$ cat src/rtl/add8u_err_monitor_if.sv
// Sample bus between the approximate-adder source and the error monitor.
// Carries one operand pair, its approximate sum, and a valid/ready handshake.
interface add8u_err_monitor_if #(
    parameter int W = 8
);
    logic         in_valid;
    logic         in_ready;
    logic [W-1:0] in_a;
    logic [W-1:0] in_b;
    logic [W:0]   in_o;

    modport master (
        output in_valid,
        output in_a,
        output in_b,
        output in_o,
        input  in_ready
    );

    modport slave (
        input  in_valid,
        input  in_a,
        input  in_b,
        input  in_o,
        output in_ready
    );
endinterface

$ cat src/rtl/add8u_err_monitor.sv
// Error-statistics monitor for 8-bit unsigned approximate adders.
// Each accepted sample is compared with the exact sum.  Over a batch of
// n_samples the block accumulates the error count, the sum of |error|, the
// sum of error^2 and the worst-case error together with its operands.
// Two pipeline stages sit between accept and the accumulators.
module add8u_err_monitor #(
    parameter int W     = 8,
    parameter int CNT_W = 16,
    parameter int ABS_W = CNT_W + W + 1,
    parameter int SQ_W  = CNT_W + 2 * (W + 1)
) (
    input  logic                     clk,
    input  logic                     rst,
    input  logic                     start,
    input  logic [CNT_W-1:0]         n_samples,
    add8u_err_monitor_if.slave       in_if,
    output logic                     busy,
    output logic                     done,
    output logic [CNT_W-1:0]         sample_cnt,
    output logic [CNT_W-1:0]         err_cnt,
    output logic [ABS_W-1:0]         sum_abs_err,
    output logic [SQ_W-1:0]          sum_sq_err,
    output logic [W:0]               max_err,
    output logic [W-1:0]             max_err_a,
    output logic [W-1:0]             max_err_b
);

    localparam logic [CNT_W-1:0] CNT_ONE = {{(CNT_W-1){1'b0}}, 1'b1};
    localparam int               SQR_W   = 2 * (W + 1);

    typedef enum logic [1:0] {
        IDLE  = 2'd0,
        RUN   = 2'd1,
        DRAIN = 2'd2,
        DONE  = 2'd3
    } state_t;

    // Magnitude of a signed difference; |d| <= 2^(W+1)-1 always fits in W+1 bits.
    function automatic logic [W:0] abs_mag(input logic signed [W+1:0] d);
        logic signed [W+1:0] m;
        m = (d < 0) ? -d : d;
        return m[W:0];
    endfunction

    // Exact square of a (W+1)-bit magnitude.
    function automatic logic [SQR_W-1:0] square(input logic [W:0] m);
        logic [SQR_W-1:0] mx;
        mx = {{(W+1){1'b0}}, m};
        return mx * mx;
    endfunction

    state_t             state_q, state_d;
    logic               busy_q, done_q;
    logic [CNT_W-1:0]   n_q;
    logic [CNT_W-1:0]   acc_q;
    logic               in_ready;
    logic               accept;
    logic               start_go;

    // Stage 1 registers
    logic               vld_p1_q;
    logic [W-1:0]       a_p1_q, b_p1_q;
    logic signed [W+1:0] d_p1_q;
    logic [W:0]         exact_p1_d;
    logic signed [W+1:0] d_p1_d;

    // Stage 2 registers
    logic               vld_p2_q;
    logic [W-1:0]       a_p2_q, b_p2_q;
    logic [W:0]         abs_p2_q;
    logic [SQR_W-1:0]   sq_p2_q;

    // Accumulators
    logic [CNT_W-1:0]   sample_cnt_q, err_cnt_q;
    logic [ABS_W-1:0]   sum_abs_q;
    logic [SQ_W-1:0]    sum_sq_q;
    logic [W:0]         max_err_q;
    logic [W-1:0]       max_a_q, max_b_q;

    assign in_ready       = (state_q == RUN) && (acc_q < n_q);
    assign in_if.in_ready = in_ready;
    assign accept         = in_if.in_valid & in_ready;
    assign start_go       = (state_q == IDLE) && start;

    assign exact_p1_d = {1'b0, in_if.in_a} + {1'b0, in_if.in_b};
    assign d_p1_d     = $signed({1'b0, in_if.in_o}) - $signed({1'b0, exact_p1_d});

    // Next-state selection for the batch controller.
    always_comb begin
        state_d = state_q;
        case (state_q)
            IDLE:    if (start) state_d = (n_samples == '0) ? DRAIN : RUN;
            RUN:     if (accept && (acc_q + CNT_ONE == n_q)) state_d = DRAIN;
            DRAIN:   if (!vld_p1_q && !vld_p2_q) state_d = DONE;
            DONE:    state_d = IDLE;
            default: state_d = IDLE;
        endcase
    end

    // Batch controller: state, registered busy/done, batch length and accept count.
    always_ff @(posedge clk) begin
        if (rst) begin
            state_q <= IDLE;
            busy_q  <= 1'b0;
            done_q  <= 1'b0;
            n_q     <= '0;
            acc_q   <= '0;
        end else begin
            state_q <= state_d;
            busy_q  <= (state_d != IDLE);
            done_q  <= (state_d == DONE);
            if (start_go) begin
                n_q   <= n_samples;
                acc_q <= '0;
            end else if (accept) begin
                acc_q <= acc_q + CNT_ONE;
            end
        end
    end

    // Pipeline valids are control and are cleared by reset.
    always_ff @(posedge clk) begin
        if (rst) begin
            vld_p1_q <= 1'b0;
            vld_p2_q <= 1'b0;
        end else begin
            vld_p1_q <= accept;
            vld_p2_q <= vld_p1_q;
        end
    end

    // Stage 1 -> stage 2 data path: exact sum difference, then magnitude and square.
    always_ff @(posedge clk) begin
        a_p1_q   <= in_if.in_a;
        b_p1_q   <= in_if.in_b;
        d_p1_q   <= d_p1_d;
        a_p2_q   <= a_p1_q;
        b_p2_q   <= b_p1_q;
        abs_p2_q <= abs_mag(d_p1_q);
        sq_p2_q  <= square(abs_mag(d_p1_q));
    end

    // Statistics accumulation; cleared by reset or by an honoured start.
    always_ff @(posedge clk) begin
        if (rst || start_go) begin
            sample_cnt_q <= '0;
            err_cnt_q    <= '0;
            sum_abs_q    <= '0;
            sum_sq_q     <= '0;
            max_err_q    <= '0;
            max_a_q      <= '0;
            max_b_q      <= '0;
        end else if (vld_p2_q) begin
            sample_cnt_q <= sample_cnt_q + CNT_ONE;
            if (abs_p2_q != '0) err_cnt_q <= err_cnt_q + CNT_ONE;
            sum_abs_q <= sum_abs_q + ABS_W'(abs_p2_q);
            sum_sq_q  <= sum_sq_q + SQ_W'(sq_p2_q);
            // Strict compare keeps the first sample on a tie.
            if (abs_p2_q > max_err_q) begin
                max_err_q <= abs_p2_q;
                max_a_q   <= a_p2_q;
                max_b_q   <= b_p2_q;
            end
        end
    end

    assign busy        = busy_q;
    assign done        = done_q;
    assign sample_cnt  = sample_cnt_q;
    assign err_cnt     = err_cnt_q;
    assign sum_abs_err = sum_abs_q;
    assign sum_sq_err  = sum_sq_q;
    assign max_err     = max_err_q;
    assign max_err_a   = max_a_q;
    assign max_err_b   = max_b_q;

endmodule

$ cat src/flat_wrapper.sv
// flat-port wrapper written by rule: the top's interface ports become plain ports
module add8u_err_monitor_flat 
#(
    parameter int W     = 8,
    parameter int CNT_W = 16,
    parameter int ABS_W = CNT_W + W + 1,
    parameter int SQ_W  = CNT_W + 2 * (W + 1)
)
  (clk, rst, start, n_samples, busy, done, sample_cnt, err_cnt, sum_abs_err, sum_sq_err, max_err, max_err_a, max_err_b, in_if_in_valid, in_if_in_a, in_if_in_b, in_if_in_o, in_if_in_ready);
  add8u_err_monitor_if #(.W(W)) in_if_i ();
  input  logic clk;
  input  logic rst;
  input  logic start;
  input  logic [CNT_W-1:0] n_samples;
  output logic busy;
  output logic done;
  output logic [CNT_W-1:0] sample_cnt;
  output logic [CNT_W-1:0] err_cnt;
  output logic [ABS_W-1:0] sum_abs_err;
  output logic [SQ_W-1:0] sum_sq_err;
  output logic [W:0] max_err;
  output logic [W-1:0] max_err_a;
  output logic [W-1:0] max_err_b;
  input wire logic [$bits(in_if_i.in_valid)-1:0] in_if_in_valid;
  input wire logic [$bits(in_if_i.in_a)-1:0] in_if_in_a;
  input wire logic [$bits(in_if_i.in_b)-1:0] in_if_in_b;
  input wire logic [$bits(in_if_i.in_o)-1:0] in_if_in_o;
  output wire logic [$bits(in_if_i.in_ready)-1:0] in_if_in_ready;
  assign in_if_i.in_valid = in_if_in_valid;
  assign in_if_i.in_a = in_if_in_a;
  assign in_if_i.in_b = in_if_in_b;
  assign in_if_i.in_o = in_if_in_o;
  assign in_if_in_ready = in_if_i.in_ready;
  add8u_err_monitor #(.W(W), .CNT_W(CNT_W), .ABS_W(ABS_W), .SQ_W(SQ_W)) u_core (.clk(clk), .rst(rst), .start(start), .n_samples(n_samples), .in_if(in_if_i), .busy(busy), .done(done), .sample_cnt(sample_cnt), .err_cnt(err_cnt), .sum_abs_err(sum_abs_err), .sum_sq_err(sum_sq_err), .max_err(max_err), .max_err_a(max_err_a), .max_err_b(max_err_b));
endmodule
$ cat config.mk
export PLATFORM = sky130hd
export DESIGN_NAME = add8u_err_monitor_flat
export DESIGN_NICKNAME = d
export VERILOG_FILES = /design/src/rtl/add8u_err_monitor_if.sv /design/src/rtl/add8u_err_monitor.sv /design/src/flat_wrapper.sv
export SDC_FILE = /design/constraint.sdc
export NUM_CORES = 1
export LEC_CHECK = 0
export CORE_MARGIN = 2
export CORE_UTILIZATION = 56
export DETAILED_ROUTE_END_ITERATION = 8
export PLACE_DENSITY = 0.81
export SETUP_SLACK_MARGIN = 0.05
export SLEW_MARGIN = 30
export SYNTH_ARGS = -nofsm -noshare
export SYNTH_HDL_FRONTEND = slang
export SYNTH_SLANG_ARGS = --single-unit
export TNS_END_PERCENT = 10
$ cat constraint.sdc
create_clock -name clk -period 6.72 [get_ports clk]
set_input_delay 1.344 -clock clk [delete_from_list [all_inputs] [get_ports clk]]
set_output_delay 1.344 -clock clk [all_outputs]
set_load 0.02 [all_outputs]
-- Yosys cells after proc, flatten, opt, wreduce, memory -nomap -nowiden
Index checks and enable logic that the tools add are counted.
- reduce and logical (&&, ||, !) cells: 14
- multiplexer cells: 6
- add/subtract/negate cells: 8
- order comparisons: 3
- bitwise logic cells: 1
- multiply operators: 1
- eq/ne operators: 5
- operators by type and width (operator ; number):
    $add 16x1->16 const B ; 3
    $add 34x18->34 ; 1
    $add 25x9->25 ; 1
    $mul 9x9->18 ; 1
    $eq 16x16->1 ; 1
    $logic_not 16->1 ; 1
    $lt 16x16->1 ; 1
    $lt 10x1->1 const B ; 1
    $sub 9x9->10 ; 1
    $add 8x8->9 ; 1
    $gt 9x9->1 ; 1
    $mux 9 ; 1
    $neg 9->9 ; 1
    $reduce_bool 9->1 ; 1
    $mux 2 ; 4
    $pmux 2 s4 ; 1
    $eq 2x2->1 const B ; 3
    $logic_and 1x1->1 ; 4
    $reduce_and 2->1 ; 2
    $eq 2x1->1 const B ; 1
    $logic_not 1->1 ; 2
    $logic_not 2->1 ; 1
    $reduce_bool 2->1 ; 1
    $reduce_or 2->1 ; 1
    2 further kinds ; 2
- bits of input ports: 45
- logic and storage cells: 59
- register bits after elaboration: 223

-- Depth between registers and ports, before layout
Gate-level depths: netlist of the first run.
- depth after elaboration: 7
- gate-level depth with buffers: 24

-- Least setup slack after synthesis of the first run
No wires, ideal clock.
- path type: register to register
- start: reg u_core.d_p1_q[6]
- end: reg u_core.sq_p2_q[17]
- setup slack: 1.442 ns
- buffers on the path: 0
- required time: 6.593 ns
- stages on the path, launching flop included: 21
- arrival: 5.151 ns
- path through: dfxtp_1 -> or4_1 -> o31ai_1 -> xor2_1 -> nor2_1 -> ha_1 -> xnor2_1 -> fa_1 -> inv_1 -> fa_1 -> inv_1 -> fa_1 -> inv_1 -> ha_1 -> nor3_1 -> nor2_1 -> a31oi_1 -> o21bai_1 -> a21oi_1 -> o31ai_1 -> xor2_1
- word-level cells in the longest chain between the ends: 3
- elaborated cells on any way between the ends: 4
- ends and longest elaborated chain (element ; line ; text):
    start, declared ; add8u_err_monitor.sv:63 ; logic signed [W+1:0] d_p1_q;
    start signal, assigned ; add8u_err_monitor.sv:136 ; d_p1_q <= d_p1_d;
    $neg 9->9 or $lt 10x1->1 (tied branches) ; add8u_err_monitor.sv:41 ; m = (d < 0) ? -d : d;
    $mux 9 (*) ; add8u_err_monitor.sv:41 ;
    $mul 9x9->18 (*) ; add8u_err_monitor.sv:49 ; return mx * mx;
    end signal, assigned ; add8u_err_monitor.sv:140 ; sq_p2_q <= square(abs_mag(d_p1_q));
    end, declared ; add8u_err_monitor.sv:71 ; logic [SQR_W-1:0] sq_p2_q;
Every way passes the cells marked *; elsewhere a longest branch is shown, timed or not.
A chain may end at the register's enable or synchronous reset.

-- Worst setup path in the final report of the first run
- start: reg u_core.d_p1_q[5]
- end: reg u_core.sq_p2_q[15]
Same word-level chain as after synthesis.

==> results of run 1 <==
per-stage QoR:
stage          setup WS (ns)  hold WS (ns)  util [%]  std cells  instance area [um2]
2_1_floorplan          1.442        0.3096         -       1375                12280
3_3_place_gp           1.142        0.3103     65.17       1785                14130
3_5_place_dp          0.9872        0.3121     65.29       1786                14160
4_1_cts               0.9484        0.3240     69.08       1828                14980
5_1_grt               0.4992        0.3279     69.08       1828                14980
6_report              0.8933        0.3206     69.08       1828                14980
state kept, by name (all words and copies together), names as in the netlist, 9 cells and up:
name and cells:
u_core.max_err 9, u_core.sq_p2_q 16, u_core.acc_q 16, u_core.err_cnt 16, u_core.sample_cnt 16, u_core.abs_p2_q 9, u_core.sum_abs_err 25, u_core.n_q 16
u_core.sum_sq_err 34, u_core.d_p1_q 10
cells by family (layout without fill, tap and decap cells):
family                   Yosys count  after routing  synth area share (%)
AO/OA/AOI/OAI                    192            192                 10.22
adder cells (fa/ha/maj)          143            143                 17.14
AND/OR/NAND/NOR                  462            462                 17.73
flip-flops                       221            221                 36.03
XOR/XNOR                         134            134                 9.558
buffers and inverters            180            353                 5.818
multiplexers                      43             43                 3.505
final timing paths:
| check | from | endpoint | slack, ns | depth (start not counted) |
|---|---|---|---|---|
| setup / recovery | u_core.d_p1_q[5] | u_core.sq_p2_q[15] | 0.89 | 20 |
| setup reg to reg | u_core.d_p1_q[5] | u_core.sq_p2_q[15] | 0.89 | 20 |
| hold / removal | u_core.a_p1_q[2] | u_core.a_p2_q[2] | 0.32 | 0 |
| hold reg to reg | u_core.a_p1_q[2] | u_core.a_p2_q[2] | 0.32 | 0 |
power groups by stage:
stage / registers (W) / clock network, W / logic, W
6_report: 0.00167 / 0.00137 / 0.00623
5_1_grt: 0.00168 / 0.00145 / 0.00718
4_1_cts: 0.00167 / 0.00139 / 0.00632
3_5_place_dp: 0.00169 / 0 / 0.00621
3_3_place_gp: 0.00169 / 0 / 0.00597
2_1_floorplan: 0.00165 / 0 / 0.00507
layout make-up:
cell class | count | share of cell area, %
Clock buffer | 29 | 4.342
Clock inverter | 13 | 1.144
Inverter | 142 | 3.557
Multi-Input combinational cell | 974 | 47.76
Sequential cell | 221 | 29.54
Tap cell | 280 | 2.338
Timing Repair Buffer | 169 | 11.32
cells in the mapped netlist, types with 3 or more instances:
master / n / share of area, %
a211oi_1: 7 / 0.43
a21boi_0: 3 / 0.18
a21o_1: 11 / 0.67
a21oi_1: 73 / 3.0
a31oi_1: 5 / 0.25
a31oi_2: 4 / 0.41
and2_1: 3 / 0.15
and3_1: 13 / 0.66
and4_1: 4 / 0.29
buf_2: 7 / 0.29
buf_4: 4 / 0.24
clkbuf_1: 24 / 0.73
dfxtp_1: 221 / 36
fa_1: 42 / 6.8
ha_1: 101 / 10
inv_1: 140 / 4.3
mux2i_1: 43 / 3.5
nand2_1: 103 / 3.1
nand2b_1: 9 / 0.46
nand3_1: 30 / 1.2
nand4_1: 28 / 1.4
nor2_1: 194 / 5.9
nor2b_1: 12 / 0.61
nor3_1: 12 / 0.49
nor3b_1: 3 / 0.18
nor4_1: 8 / 0.41
o211ai_1: 5 / 0.31
o21a_1: 9 / 0.55
o21ai_0: 40 / 1.6
o21bai_1: 7 / 0.43
o31ai_1: 4 / 0.24
or2_2: 4 / 0.20
or3_1: 18 / 0.92
xnor2_1: 66 / 4.7
xor2_1: 68 / 4.9
worst max-delay path: cells and delay by family, from the launching register on:
kind                       cells  cell delay [ns]
DFF                            1             0.33
buffers and inverters          3             0.14
adders and majority gates      5             2.17
xor gates and xnor gates       3             0.88
and+or+nand+nor                3             0.88
AOI/OAI and AO/OA              6             1.30
layer usage:
layer  vias to the layer above  global-route usage (%)
li1                       4900                       -
met1                      4555                   29.02
met2                       227                   40.22
met3                        55                   3.679
met4                         0                   7.210
met5                         -                       0
==> PnR_summary.wiki, run 1 <==
{| class="wikitable"
! Metric !! Value
|-
| Sw frac || 43.93%
|-
| Post-synthesis instance total || 1375
|-
| Setup Skew || 0.008011 ns
|-
| Post-cts repair resize count || 0
|-
| Vias in the first global route || 9620
|-
| Residual DRC || 0
|-
| Leakage || 6.055 nW
|-
| Transition at the pin with the smallest max-transition slack || 0.9066 ns
|-
| Total met3 wirelength after detailed routing || 1.341 mm
|-
| Global-route wire length before repair || 45.13 mm
|-
| Max Clk Rate || 171.6 MHz
|-
| Gate power share || 67.2%
|-
| Initial antenna violation count || 0
|-
| Share of synthesized area occupied by flip-flops and latches || 36.03%
|-
| Tcrit/Tclk final || 86.71%
|-
| Total power after layout || 0.009269 W
|-
| Netlist area before placement || 12280 um2
|-
| Largest net degree at the start of global routing || 68
|-
| Clock-pin slew on the worst setup and hold paths || 0.06 ns
|-
| Flop pwr share || 18.0%
|-
| TritonCTS Buffers || 25
|-
| Max-cap check violation count || 0
|-
| Clock sink count || 221
|-
| GRT Util Overall || 22.94%
|-
| Number of antenna cells inserted || 0
|-
| Share of power burned in the clock network || 14.8%
|-
| Rows || 54
|-
| Global placement routability congestion || 0.8749
|-
| Post-synth ARST share || 0%
|-
| Worst Setup Start Kind || register
|-
| Final setup fails || 0
|-
| Worst EP arrival || 6.22 ns
|-
| Post-layout net count || 1721
|-
| Unrepaired setup endpoints after global routing || false
|-
| Cell breakdown of the critical path || or4_1 > o31ai_1 > xor2_1 > nor2_1 > ha_1 > xnor2_1 > fa_1 > inv_1 > fa_1 > inv_1 > fa_1 > inv_1 > ha_1 > nor3_1 > o21ai_0 > a31oi_1 > o21bai_1 > a21oi_1 > o21ai_0 > xnor2_1
|-
| Maximum resistive drop on vdd || 2.065 mV
|-
| # Post-CTS Setup Buffers || 0
|-
| Register area || 4425 um2
|-
| Fraction of layout instances using a drive strength above 1 || 4.974%
|-
| Number of inserted filler cells in the final layout || 1713
|-
| Hold/Removal Path Class || register to register
|-
| Pwr Density || 618.6 nW/um2
|-
| Final hold violations || 0
|-
| Area grow syn2layout || 22.02%
|-
| Total of flip-flops plus latches after synthesis || 221
|-
| Net switching component of the power || 0.004072 W
|-
| Total area of multi-input combinational cells || 7156 um2
|-
| Predominant post-synthesis flop cell || dfxtp_1
|-
| Uppermost layer routed || met4
|-
| Starting DRC count in detailed routing || 433
|-
| Required time of the worst setup path || 7.12 ns
|-
| Final-report max-slew violation count || 0
|-
| Routed wire per std cell || 14.64 um
|-
| Sum of net half-perimeters after detailed placement || 20.03 mm
|-
| Count of warnings emitted by yosys || 0
|-
| Worst-skew pair later-pin latency || 0.51 ns
|-
| Max clock buf depth || 3
|-
| WL met2 || 13.01 mm
|-
| Number of detailed-routing iterations run before antenna repair || 4
|-
| Core Region || 21690 um2
|-
| Root Buffer || clkbuf_16
|-
| Chip Width || 152.1 um
|-
| Max_slew headroom || 39.28%
|-
| Post-synth EDFFs || 0
|-
| Unique masters post-synth || 75
|-
| I/O Pins || 164
|-
| Die outline area || 23130 um2
|-
| Routed length on met1 || 11.60 mm
|-
| H-tree levels || 1
|-
| Longest individual stage delay on the worst path || 0.57 ns
|-
| Post-route minimum period || 5.827 ns
|-
| Effective utilization at floorplan || 56.62%
|-
| DRT antenna net count || 0
|-
| Synth Area per Inst || 8.930 um2
|-
| Global-route congestion overflow total || 0
|-
| Type of the setup path with the least slack || register to register
|-
| Result of the run || complete, no violations
|-
| Leading cell type in the layout, fill and taps excluded || dfxtp_1
|-
| Mapped Nets || 1563
|-
| Via count of the routed design || 9737
|-
| Internal || 0.005197 W
|-
| Hold buffer count at CTS || 0
|-
| Number of vias per cell || 5.327
|-
| Commonest cells after routing, fill and taps aside || dfxtp_1, nor2_1, clkdlybuf4s50_1
|-
| Max Fanout on Critical Path || 9
|-
| Number of buffer cells added on primary ports || 163
|-
| Critical path capture point type || register
|-
| Vert. Die Dim || 152.1 um
|-
| Sum Neg Setup Slack || 0 ns
|-
| Clock tree from TritonCTS || yes
|-
| Wire length reported by the detailed router || 26.76 mm
|-
| Cell at the slowest stage of the critical path || xor2_1
|}
Note: power is estimated with default switching activity, not from simulation.
==> inputs of run 2 (changes only) <==
--- a/config.mk
+++ b/config.mk
@@ -10,7 +10,6 @@
 export DETAILED_ROUTE_END_ITERATION = 8
 export PLACE_DENSITY = 0.81
 export SETUP_SLACK_MARGIN = 0.05
-export SLEW_MARGIN = 30
 export SYNTH_ARGS = -nofsm -noshare
 export SYNTH_HDL_FRONTEND = slang
 export SYNTH_SLANG_ARGS = --single-unit
==> run 2 against run 1 <==
- sequential share of layout area up 0.14 points
- clock power down 7%
- first-iteration DRC count up 9.9%
- sequential cell count did not move
- total power fell by 1.3%
- final cell count is essentially flat
- combinational power hardly changed
- utilization fell by 0.32 points
- non-clock buffer count fell by 1
- register-to-register slack better by 0.04 ns
- hold slack improved by 0.0045 ns
- critical path type unchanged
- largest power group unchanged
==> PnR_summary.wiki, run 2 (synthesis gave the netlist of run 1 again) <==
{| class="wikitable"
! Metric !! Value
|-
| Result of the run || complete, no violations (unchanged)
|-
| DRT antenna net count || 0 (unchanged)
|-
| Chip Width || 152.1 um (unchanged)
|-
| GRT Util Overall || 23.06% (was 22.94%)
|-
| Post-cts repair resize count || 0 (unchanged)
|-
| Net switching component of the power || 0.004047 W (was 0.004072 W)
|-
| Cell depth of the worst flop-to-flop path || 22 (was 20)
|-
| Sum Neg Setup Slack || 0 ns (unchanged)
|-
| Global placement routability congestion || 0.8749 (unchanged)
|-
| Post-route minimum period || 5.783 ns (was 5.827 ns)
|-
| Final setup fails || 0 (unchanged)
|-
| Hold buffer count at CTS || 0 (unchanged)
|-
| Vias in the first global route || 9592 (was 9620)
|-
| Number of inserted filler cells in the final layout || 1707 (was 1713)
|-
| Cell at the slowest stage of the critical path || fa_1 (was xor2_1)
|-
| Core Region || 21690 um2 (unchanged)
|-
| Register area || 4425 um2 (unchanged)
|-
| Clock sink count || 221 (unchanged)
|-
| Unrepaired setup endpoints after global routing || false (unchanged)
|-
| Root Buffer || clkbuf_16 (unchanged)
|-
| Residual DRC || 0 (unchanged)
|-
| Maximum resistive drop on vdd || 2.050 mV (was 2.065 mV)
|-
| Internal || 0.005102 W (was 0.005197 W)
|-
| Total area of multi-input combinational cells || 7156 um2 (unchanged)
|-
| Max Fanout on Critical Path || 8 (was 9)
|-
| Hold/Removal Path Class || register to register (unchanged)
|-
| Capturing point of the worst reg2reg path || u_core.sq_p2_q[15] (unchanged)
|-
| Number of detailed-routing iterations run before antenna repair || 5 (was 4)
|-
| Leakage || 6.026 nW (was 6.055 nW)
|-
| Global-route wire length before repair || 45.40 mm (was 45.13 mm)
|-
| Type of the setup path with the least slack || register to register (unchanged)
|-
| Die outline area || 23130 um2 (unchanged)
|-
| Final hold violations || 0 (unchanged)
|-
| Gate power share || 67.9% (was 67.2%)
|-
| Final-report max-slew violation count || 0 (unchanged)
|-
| Min-Delay Endpoint || u_core.a_p2_q[4] (was u_core.a_p2_q[2])
|-
| Sum of net half-perimeters after detailed placement || 19.97 mm (was 20.03 mm)
|-
| R2R Setup Slk || 0.94 ns (was 0.89 ns)
|-
| Number of antenna cells inserted || 0 (unchanged)
|-
| WHS Path Cells || 0 (unchanged)
|-
| Setup Skew || 0.02344 ns (was 0.008011 ns)
|-
| Share of power burned in the clock network || 13.9% (was 14.8%)
|-
| Cell repeated most along the worst path || inv_1
|-
| Number of buffer cells added on primary ports || 163 (unchanged)
|-
| H-tree levels || 1 (unchanged)
|-
| Post-layout net count || 1719 (was 1721)
|-
| Commonest cells after routing, fill and taps aside || dfxtp_1, nor2_1, clkdlybuf4s50_1 (unchanged)
|-
| Largest net degree at the start of global routing || 68 (unchanged)
|-
| Worst Setup Start Kind || register (unchanged)
|-
| Clock tree from TritonCTS || yes (unchanged)
|-
| Starting DRC count in detailed routing || 476 (was 433)
|-
| Initial antenna violation count || 0 (unchanged)
|-
| Max clock buf depth || 3 (unchanged)
|-
| Routed wire per std cell || 14.67 um (was 14.64 um)
|-
| Launch point of the worst reg-to-reg path || u_core.d_p1_q[0] (was u_core.d_p1_q[5])
|-
| Area grow syn2layout || 21.45% (was 22.02%)
|-
| Total power after layout || 0.009149 W (was 0.009269 W)
|-
| Flop pwr share || 18.2% (was 18.0%)
|-
| Final Core Density || 68.76% (was 69.08%)
|-
| # Post-CTS Setup Buffers || 0 (unchanged)
|-
| Required time of the worst setup path || 7.11 ns (was 7.12 ns)
|-
| I/O Pins || 164 (unchanged)
|-
| Max-cap check violation count || 0 (unchanged)
|-
| Effective utilization at floorplan || 56.62% (unchanged)
|-
| Sw frac || 44.24% (was 43.93%)
|-
| Number of vias per cell || 5.347 (was 5.327)
|-
| Longest individual stage delay on the worst path || 0.59 ns (was 0.57 ns)
|-
| Startpoint of the lowest-slack hold path || u_core.a_p1_q[4] (was u_core.a_p1_q[2])
|-
| Rows || 54 (unchanged)
|-
| Tcrit/Tclk final || 86.05% (was 86.71%)
|-
| Cell breakdown of the critical path || inv_1 > ha_1 > nand2b_1 > o41ai_1 > xor2_1 > nor2_1 > inv_1 > fa_1 > inv_1 > fa_1 > inv_1 > fa_1 > fa_1 > inv_1 > ha_1 > nor3_1 > o21ai_0 > a31oi_1 > o21bai_1 > a21oi_1 > o21ai_0 > xnor2_1 (was or4_1 > o31ai_1 > xor2_1 > nor2_1 > ha_1 > xnor2_1 > fa_1 > inv_1 > fa_1 > inv_1 > fa_1 > inv_1 > ha_1 > nor3_1 > o21ai_0 > a31oi_1 > o21bai_1 > a21oi_1 > o21ai_0 > xnor2_1)
|-
| Max_slew headroom || 26.11% (was 39.28%)
|-
| Critical path capture point type || register (unchanged)
|-
| Worst-skew pair later-pin latency || 0.52 ns (was 0.51 ns)
|-
| Leading cell type in the layout, fill and taps excluded || dfxtp_1 (unchanged)
|-
| Vert. Die Dim || 152.1 um (unchanged)
|-
| TritonCTS Buffers || 24 (was 25)
|-
| Largest register FFs || 34 (unchanged)
|-
| Worst EP arrival || 6.17 ns (was 6.22 ns)
|-
| Clock-pin slew on the worst setup and hold paths || 0.06 ns (about the same)
|-
| Wire length reported by the detailed router || 26.83 mm (was 26.76 mm)
|-
| Fraction of layout instances using a drive strength above 1 || 4.906% (was 4.974%)
|-
| Max Clk Rate || 172.9 MHz (was 171.6 MHz)
|-
| Via count of the routed design || 9780 (was 9737)
|-
| Global-route congestion overflow total || 0 (unchanged)
|-
| Pwr Density || 613.5 nW/um2 (was 618.6 nW/um2)
|-
| Transition at the pin with the smallest max-transition slack || 1.098 ns (was 0.9066 ns)
|}
[run 2: changes by cell type in the layout (fill, tap and decap cells not counted), sizes merged]
cell and change:
buf -1, bufinv -4, clkbuf +8, clkinv -1, clkinvlp -1
[run 2: final cells by class]
cell class | instances | share of cell area (%)
clock buffer | 37 | 4.891
clock inverter | 7 | 0.3356
inverter | 142 | 3.574
multi-input combinational | 974 | 47.98
sequential | 221 | 29.68
tap | 280 | 2.349
timing repair buffer | 168 | 11.19
[run 2: per-layer routing]
layer / vias to the layer above / wire length [um] / track usage, %
met2: 239 / 13070 / 40.71
met1: 4591 / 11650 / 29.50
met5: - / 0 / 0
met3: 56 / 1414 / 3.366
li1: 4894 / - / -
met4: 0 / 700 / 6.409
[run 2: how the worst max path moves through the flow]
stage                         end  slack (ns)              from  cells past startpoint
6_report       u_core.sq_p2_q[15]        0.94  u_core.d_p1_q[0]                     22
5_1_grt        u_core.sq_p2_q[15]        0.51  u_core.d_p1_q[0]                     22
4_1_cts        u_core.sq_p2_q[15]        0.93  u_core.d_p1_q[6]                     20
3_5_place_dp   u_core.sq_p2_q[15]        0.98  u_core.d_p1_q[6]                     20
3_3_place_gp   u_core.sq_p2_q[17]        1.14  u_core.d_p1_q[6]                     20
2_1_floorplan  u_core.sq_p2_q[17]        1.44  u_core.d_p1_q[6]                     20
[run 2: metrics by stage]
stage          cells  hold slack [ns]  cell area, um2  setup WS [ns]
2_1_floorplan   1375           0.3096           12280          1.442
3_3_place_gp    1785           0.3103           14130          1.142
3_5_place_dp    1785           0.3121           14130         0.9821
4_1_cts         1829           0.3259           14910         0.9250
5_1_grt         1829           0.3339           14910         0.5147
6_report        1829           0.3252           14910         0.9373
[run 2: critical path, delay by kind of cell, from the launching register on]
family                   cells  cell delay (ns)
adder cells (fa/ha/maj)      6             2.58
buffers and inverters        5             0.49
XOR/XNOR                     2             0.40
AND/OR/NAND/NOR              3             0.53
flip-flops                   1             0.34
AO/OA/AOI/OAI                6             1.30
[run 2: power by group through the flow]
stage / combinational, W / clock [W] / sequential, W
2_1_floorplan: 0.00507 / 0 / 0.00165
3_3_place_gp: 0.00597 / 0 / 0.00169
3_5_place_dp: 0.00622 / 0 / 0.00169
4_1_cts: 0.00629 / 0.00129 / 0.00167
5_1_grt: 0.00711 / 0.00135 / 0.00168
6_report: 0.00621 / 0.00127 / 0.00167
